## config.mk

```make
export PLATFORM = sky130hd
export DESIGN_NAME = led_sweep_pwm_flat
export DESIGN_NICKNAME = d
export VERILOG_FILES = /design/src/rtl/led_pwm_pkg.sv /design/src/rtl/led_sweep_pwm_if.sv /design/src/rtl/led_pwm_channel.sv /design/src/rtl/led_sweep_pwm.sv /design/src/flat_wrapper.sv
export SDC_FILE = /design/constraint.sdc
export NUM_CORES = 1
export LEC_CHECK = 0
export BUFFER_PORTS_ARGS = -buffer_cell sky130_fd_sc_hd__buf_2
export CELL_PAD_IN_SITES_DETAIL_PLACEMENT = 1
export CELL_PAD_IN_SITES_GLOBAL_PLACEMENT = 2
export CORE_MARGIN = 2
export CORE_UTILIZATION = 40
export DETAILED_ROUTE_END_ITERATION = 10
export HOLD_SLACK_MARGIN = 0.03
export PLACE_DENSITY = 0.87
export SYNTH_ARGS = -nofsm -noshare
export SYNTH_HDL_FRONTEND = slang
export SYNTH_SLANG_ARGS = --single-unit
```

## constraint.sdc

```tcl
create_clock -name clk -period 3.8 [get_ports clk]
set_input_delay 0.38 -clock clk [delete_from_list [all_inputs] [get_ports clk]]
set_output_delay 0.38 -clock clk [all_outputs]
set_load 0.01 [all_outputs]
```

## src/rtl/led_pwm_pkg.sv

```systemverilog
// led_pwm_pkg: mode encodings and sizing helper shared by the LED sweep engine
package led_pwm_pkg;
   localparam logic [1:0] MODE_OFF     = 2'd0;
   localparam logic [1:0] MODE_SWEEP   = 2'd1;
   localparam logic [1:0] MODE_CHASE   = 2'd2;
   localparam logic [1:0] MODE_BREATHE = 2'd3;
   function automatic int clog2(input int v);
      int r;
      r = 0;
      while ((1 << r) < v) r++;
      return r;
   endfunction
endpackage

```

## src/rtl/led_sweep_pwm_if.sv

```systemverilog
// led_sweep_pwm_if: animation controls in, LED pins and PWM wrap strobe out
interface led_sweep_pwm_if #(parameter int NUM_LEDS = 4);
   logic                enable;
   logic [1:0]          mode;
   logic [1:0]          speed;
   logic [NUM_LEDS-1:0] led;
   logic                pwm_wrap;
   modport master (output enable, mode, speed, input led, pwm_wrap);
   modport slave (input enable, mode, speed, output led, pwm_wrap);
endinterface

```

## src/rtl/led_pwm_channel.sv

```systemverilog
// led_pwm_channel: one LED's brightness register and registered PWM comparator
module led_pwm_channel #(
   parameter int PWM_BITS = 10
) (
   input  logic                clk,
   input  logic                rst_n,
   input  logic [PWM_BITS-1:0] bright_next,
   input  logic [PWM_BITS-1:0] pwm_ctr,
   output logic                led_on
);
   logic [PWM_BITS-1:0] brightness;
   // capture brightness, then compare it against the shared PWM ramp
   always_ff @(posedge clk or negedge rst_n)
      if (!rst_n) begin
         brightness <= '0;
         led_on     <= 1'b0;
      end else begin
         brightness <= bright_next;
         led_on     <= pwm_ctr < brightness;
      end
endmodule

```

## src/rtl/led_sweep_pwm.sv

```systemverilog
// led_sweep_pwm: N-channel LED animation engine (off/sweep/chase/breathe) with PWM dimming
module led_sweep_pwm import led_pwm_pkg::*; #(
   parameter int NUM_LEDS   = 4,
   parameter int PWM_BITS   = 10,
   parameter int CTR_WIDTH  = 26,
   parameter bit ACTIVE_LOW = 1
) (
   input logic             clk,
   input logic             rst_n,
   led_sweep_pwm_if.slave  bus
);
   localparam int POS_BITS = clog2(NUM_LEDS);
   localparam logic [PWM_BITS-1:0] MAX = '1;
   logic [CTR_WIDTH-1:0] ctr, step;
   logic [CTR_WIDTH:0]   up_sum;
   logic                 dir;
   logic [1:0]           mode_q;
   logic [PWM_BITS-1:0]  pwm_ctr, frac, top;
   logic [POS_BITS-1:0]  pos, pos_inc, pos_dec;
   logic [NUM_LEDS-1:0]  led_reg;
   logic                 pwm_wrap;
   assign step    = CTR_WIDTH'(1) << bus.speed;
   assign up_sum  = {1'b0, ctr} + {1'b0, step};
   assign pos     = ctr[CTR_WIDTH-1 -: POS_BITS];
   assign frac    = ctr[CTR_WIDTH-POS_BITS-1 -: PWM_BITS];
   assign top     = ctr[CTR_WIDTH-1 -: PWM_BITS];
   assign pos_inc = pos + POS_BITS'(1);
   assign pos_dec = pos - POS_BITS'(1);
   // animation counter: restart on mode change, bounce or wrap while enabled
   always_ff @(posedge clk or negedge rst_n)
      if (!rst_n) begin
         ctr    <= '0;
         dir    <= 1'b0;
         mode_q <= MODE_OFF;
      end else begin
         mode_q <= bus.mode;
         if (bus.mode != mode_q || mode_q == MODE_OFF) begin
            ctr <= '0;
            dir <= 1'b0;
         end else if (bus.enable) begin
            if (mode_q == MODE_CHASE) begin
               ctr <= ctr + step;
               dir <= 1'b0;
            end else if (!dir) begin
               ctr <= up_sum[CTR_WIDTH] ? '1 : up_sum[CTR_WIDTH-1:0];
               dir <= up_sum[CTR_WIDTH];
            end else begin
               ctr <= ctr < step ? '0 : ctr - step;
               dir <= !(ctr < step);
            end
         end
      end
   // free-running PWM ramp shared by all channels, with a strobe after its top value
   always_ff @(posedge clk or negedge rst_n)
      if (!rst_n) begin
         pwm_ctr  <= '0;
         pwm_wrap <= 1'b0;
      end else begin
         pwm_ctr  <= pwm_ctr + PWM_BITS'(1);
         pwm_wrap <= pwm_ctr == MAX;
      end
   for (genvar i = 0; i < NUM_LEDS; i++) begin : g_ch
      localparam logic [POS_BITS-1:0] IDX = POS_BITS'(i);
      logic up_hit, dn_hit;
      logic [PWM_BITS-1:0] bright_next;
      assign up_hit = IDX == pos_inc && (mode_q == MODE_CHASE || pos != POS_BITS'(NUM_LEDS-1));
      assign dn_hit = IDX == pos_dec && (mode_q == MODE_CHASE || pos != '0);
      assign bright_next = mode_q == MODE_OFF     ? '0 :
                           mode_q == MODE_BREATHE ? top :
                           IDX == pos             ? MAX :
                           up_hit                 ? frac :
                           dn_hit                 ? MAX - frac : '0;
      led_pwm_channel #(.PWM_BITS(PWM_BITS)) u_ch (
         .clk         (clk),
         .rst_n       (rst_n),
         .bright_next (bright_next),
         .pwm_ctr     (pwm_ctr),
         .led_on      (led_reg[i])
      );
   end
   assign bus.led      = ACTIVE_LOW ? ~led_reg : led_reg;
   assign bus.pwm_wrap = pwm_wrap;
endmodule
```

## src/flat_wrapper.sv

```systemverilog
// flat-port wrapper written by rule: the top's interface ports become plain ports
module led_sweep_pwm_flat import led_pwm_pkg::*;
#(
   parameter int NUM_LEDS   = 4,
   parameter int PWM_BITS   = 10,
   parameter int CTR_WIDTH  = 26,
   parameter bit ACTIVE_LOW = 1
)
  (clk, rst_n, bus_enable, bus_mode, bus_speed, bus_led, bus_pwm_wrap);
  led_sweep_pwm_if #(.NUM_LEDS(NUM_LEDS)) bus_i ();
  input logic clk;
  input logic rst_n;
  input wire logic [$bits(bus_i.enable)-1:0] bus_enable;
  input wire logic [$bits(bus_i.mode)-1:0] bus_mode;
  input wire logic [$bits(bus_i.speed)-1:0] bus_speed;
  output wire logic [$bits(bus_i.led)-1:0] bus_led;
  output wire logic [$bits(bus_i.pwm_wrap)-1:0] bus_pwm_wrap;
  assign bus_i.enable = bus_enable;
  assign bus_i.mode = bus_mode;
  assign bus_i.speed = bus_speed;
  assign bus_led = bus_i.led;
  assign bus_pwm_wrap = bus_i.pwm_wrap;
  led_sweep_pwm #(.NUM_LEDS(NUM_LEDS), .PWM_BITS(PWM_BITS), .CTR_WIDTH(CTR_WIDTH), .ACTIVE_LOW(ACTIVE_LOW)) u_core (.clk(clk), .rst_n(rst_n), .bus(bus_i));
endmodule
```

==> impl_metrics.py <==
metrics = {
    "sta": {
        "maxSlewHeadroom_pct": 33.17,
        "hold_violations": 0,
        "worstMarginPinSlew_ns": 0.9987,
        "timing.hold.ws_ns": 0.1065,
        "rsz0062_at_grt": "false",
        "finalSetupViolCount": 0,
        "fmax_mhz": 306.3,
        "post-route-period-util_pct": 85.91,
        "fin_skew_ns": 0.008313,
        "finalMaxSlewViolations": 0,
        "fin_crit_ns": 3.265,
        "setup_tns_ns": 0,
    },
    "synth": {
        "netlist_area_sq_um": 6188,
        "async_flop_share_pct": 100.0,
        "synth_nets": 795,
        "synth-seq-area-share_pct": 33.97,
        "synth_ff_type": "dfrtp_1",
        "synth_seq_cells": 84,
        "ys_warn_count": 0,
        "synth_edf_count": 0,
        "synthCells": 741,
        "synth.avg_cell_area_sq_um": 8.351,
        "synth_cell_type_count": 69,
    },
    "die": {
        "dieArea_sq_um": 16480,
        "core.rowCount": 45,
        "die_w_um": 128.4,
        "io_pins": 12,
        "chipHeight_um": 128.4,
        "core_area_sq_um": 15150,
        "initial_utilization_pct": 40.86,
    },
    "place": {
        "hpwl_um": 13500,
        "io_buffer_count": 11,
        "dpl_cell_area_sq_um": 6412,
        "gp_congestion": 0.9259,
    },
    "clock_tree": {
        "h-tree-depth": 3,
        "cts_hold_buf": 0,
        "path_clk_slew_ns": 0.07,
        "cts_root_buf": "clkbuf_16",
        "cts_resized": 0,
        "cts_tree": "yes",
        "clk_latency_ns": 0.36,
        "clock_sinks": 84,
        "clock_path_buffers": 2,
        "cts_made_buffers": 9,
        "cts_setup_buffers": 0,
    },
    "final_layout": {
        "drive_gt1_share_pct": 7.995,
        "final_cell_mix": "dfrtp_1 (84), nand2_1 (70), inv_1 (63)",
        "layout.nets": 787,
        "antenna_cells": 0,
        "finalInstanceArea_sq_um": 6744,
        "final_common_cell": "dfrtp_1",
        "synthToLayoutAreaGrowth_pct": 8.977,
    },
    "global_routing": {
        "grt_pass1_vias": 5941,
        "grt_pass1_wl_um": 30830,
        "grt_overflow": 0,
        "antenna_found_initial": 0,
        "track_usage_pct": 23.78,
        "grt_max_degree": 62,
    },
    "routing": {
        "vias_per_cell": 6.032,
        "drc": 0,
        "drtIter0Drc": 213,
        "vias": 5586,
        "totalWireLength_um": 18510,
        "first_pass_iters": 5,
        "drtAntennaViolNets": 0,
        "avgRoutedWirePerCell_um": 19.99,
    },
    "power_and_ir_drop": {
        "totalPowerFinal_w": 0.002150,
        "max-vdd-ir-drop_mv": 0.2131,
        "p_leak_nw": 2.913,
        "p_per_area_nw_per_um2": 318.8,
    },
    "outcome": {
        "status": "finished clean",
    },
    "setup_path": {
        "worst-setup-path-type": "reg2reg",
        "crit_path_end_kind": "flop",
        "path_max_fanout": 11,
        "cp-start-kind": "flop",
        "required_ns": 4.08,
        "critical_path_arrival_ns": 3.54,
    },
    "run": {
        "max_cap_violations": 0,
    },
    "worst_hold_path": {
        "hold_path.class": "in2async",
    },
}
-- state kept, by name (all words and copies together), names as in the netlist --
name and cells:
u_core.g_ch.u_ch.brightness 40, u_core.ctr 26, u_core.pwm_ctr 10, u_core.g_ch.u_ch.led_on 4, u_core.mode_q 2, u_core.bus.pwm_wrap 1, u_core.dir 1
-- synthesized netlist by cell type, drive strengths merged (11+ instances only) --
cell type   n  area (sq um)
dfrtp      84          2102
nand2      70         262.8
inv        64         240.2
o21ai      60         300.3
nor2       49         183.9
ha         45         563.0
a21oi      38         190.2
clkbuf     35         132.6
xnor2      31         271.5
nand3      26         130.1
nor3       22         120.1
a21o       15         112.6
nor4       14         115.1
o211ai     14         105.1
buf        12         63.80
o31ai      11         82.58
-- power by group --
part | internal, W | switching, W
sequential | 0.000914 | 0.00000810
combinational | 0.0000815 | 0.000156
clock | 0.000587 | 0.000403
total | 0.00158 | 0.000568
-- metal layers --
layer,GRT usage [%],wire (um)
met2,43.80,9588
met5,0,0
met4,7.692,432
met3,5.114,647
met1,27.42,7839
-- per-stage QoR --
stage          cells  util, %  worst slack [ns]
3_3_place_gp     910    42.34            0.7416
4_1_cts          926    44.53            0.5969
3_5_place_dp     910    42.34            0.5484
2_1_floorplan    741        -             1.129
6_report         926    44.53            0.5353
5_1_grt          926    44.53            0.3908
-- cells by family (layout without fill, tap and decap cells) --
family / count (synthesis) / in the layout / share of synthesized area, %
flops: 84 / 84 / 33.97
compound gates: 212 / 212 / 22.77
fa+ha+maj: 47 / 47 / 9.745
mux: 5 / 5 / 0.8290
buf+inv: 112 / 109 / 7.117
xor+xnor: 39 / 39 / 5.520
simple gates: 242 / 242 / 20.06
-- area by class of cell --
class | instances | area (sq um)
Clock buffer | 9 | 225.2
Clock inverter | 7 | 106.4
Fill cell | 1804 | 8402
Inverter | 65 | 244.0
Multi-Input combinational cell | 545 | 3646
Sequential cell | 84 | 2102
Tap cell | 188 | 235.2
Timing Repair Buffer | 28 | 185.2
-- critical path, cell delays in order (launching register included) --
cell and delay [ns]:
dfrtp_1 0.39, inv_1 0.06, ha_1 0.23, fa_1 0.41
nor2b_1 0.18, o21a_1 0.48, nor4_2 0.18, nor2_1 0.72
o21ai_0 0.30, o211ai_1 0.24
-- worst paths after layout --
kind                          startpoint                                 to  slack [ns]  depth (start not counted)
max                        u_core.ctr[0]                     u_core.ctr[15]        0.54                          9
max reg2reg                u_core.ctr[0]                     u_core.ctr[15]        0.54                          9
min                                rst_n  u_core.g_ch[2].u_ch.brightness[2]        0.11                          1
max in group asynchronous          rst_n  u_core.g_ch[1].u_ch.brightness[9]        2.83                          2
min reg2reg                u_core.ctr[3]                      u_core.ctr[3]        0.53                          2
min in group clk             bus_mode[0]                   u_core.mode_q[0]        0.16                          1
Power figures use the tool's default switching activity.
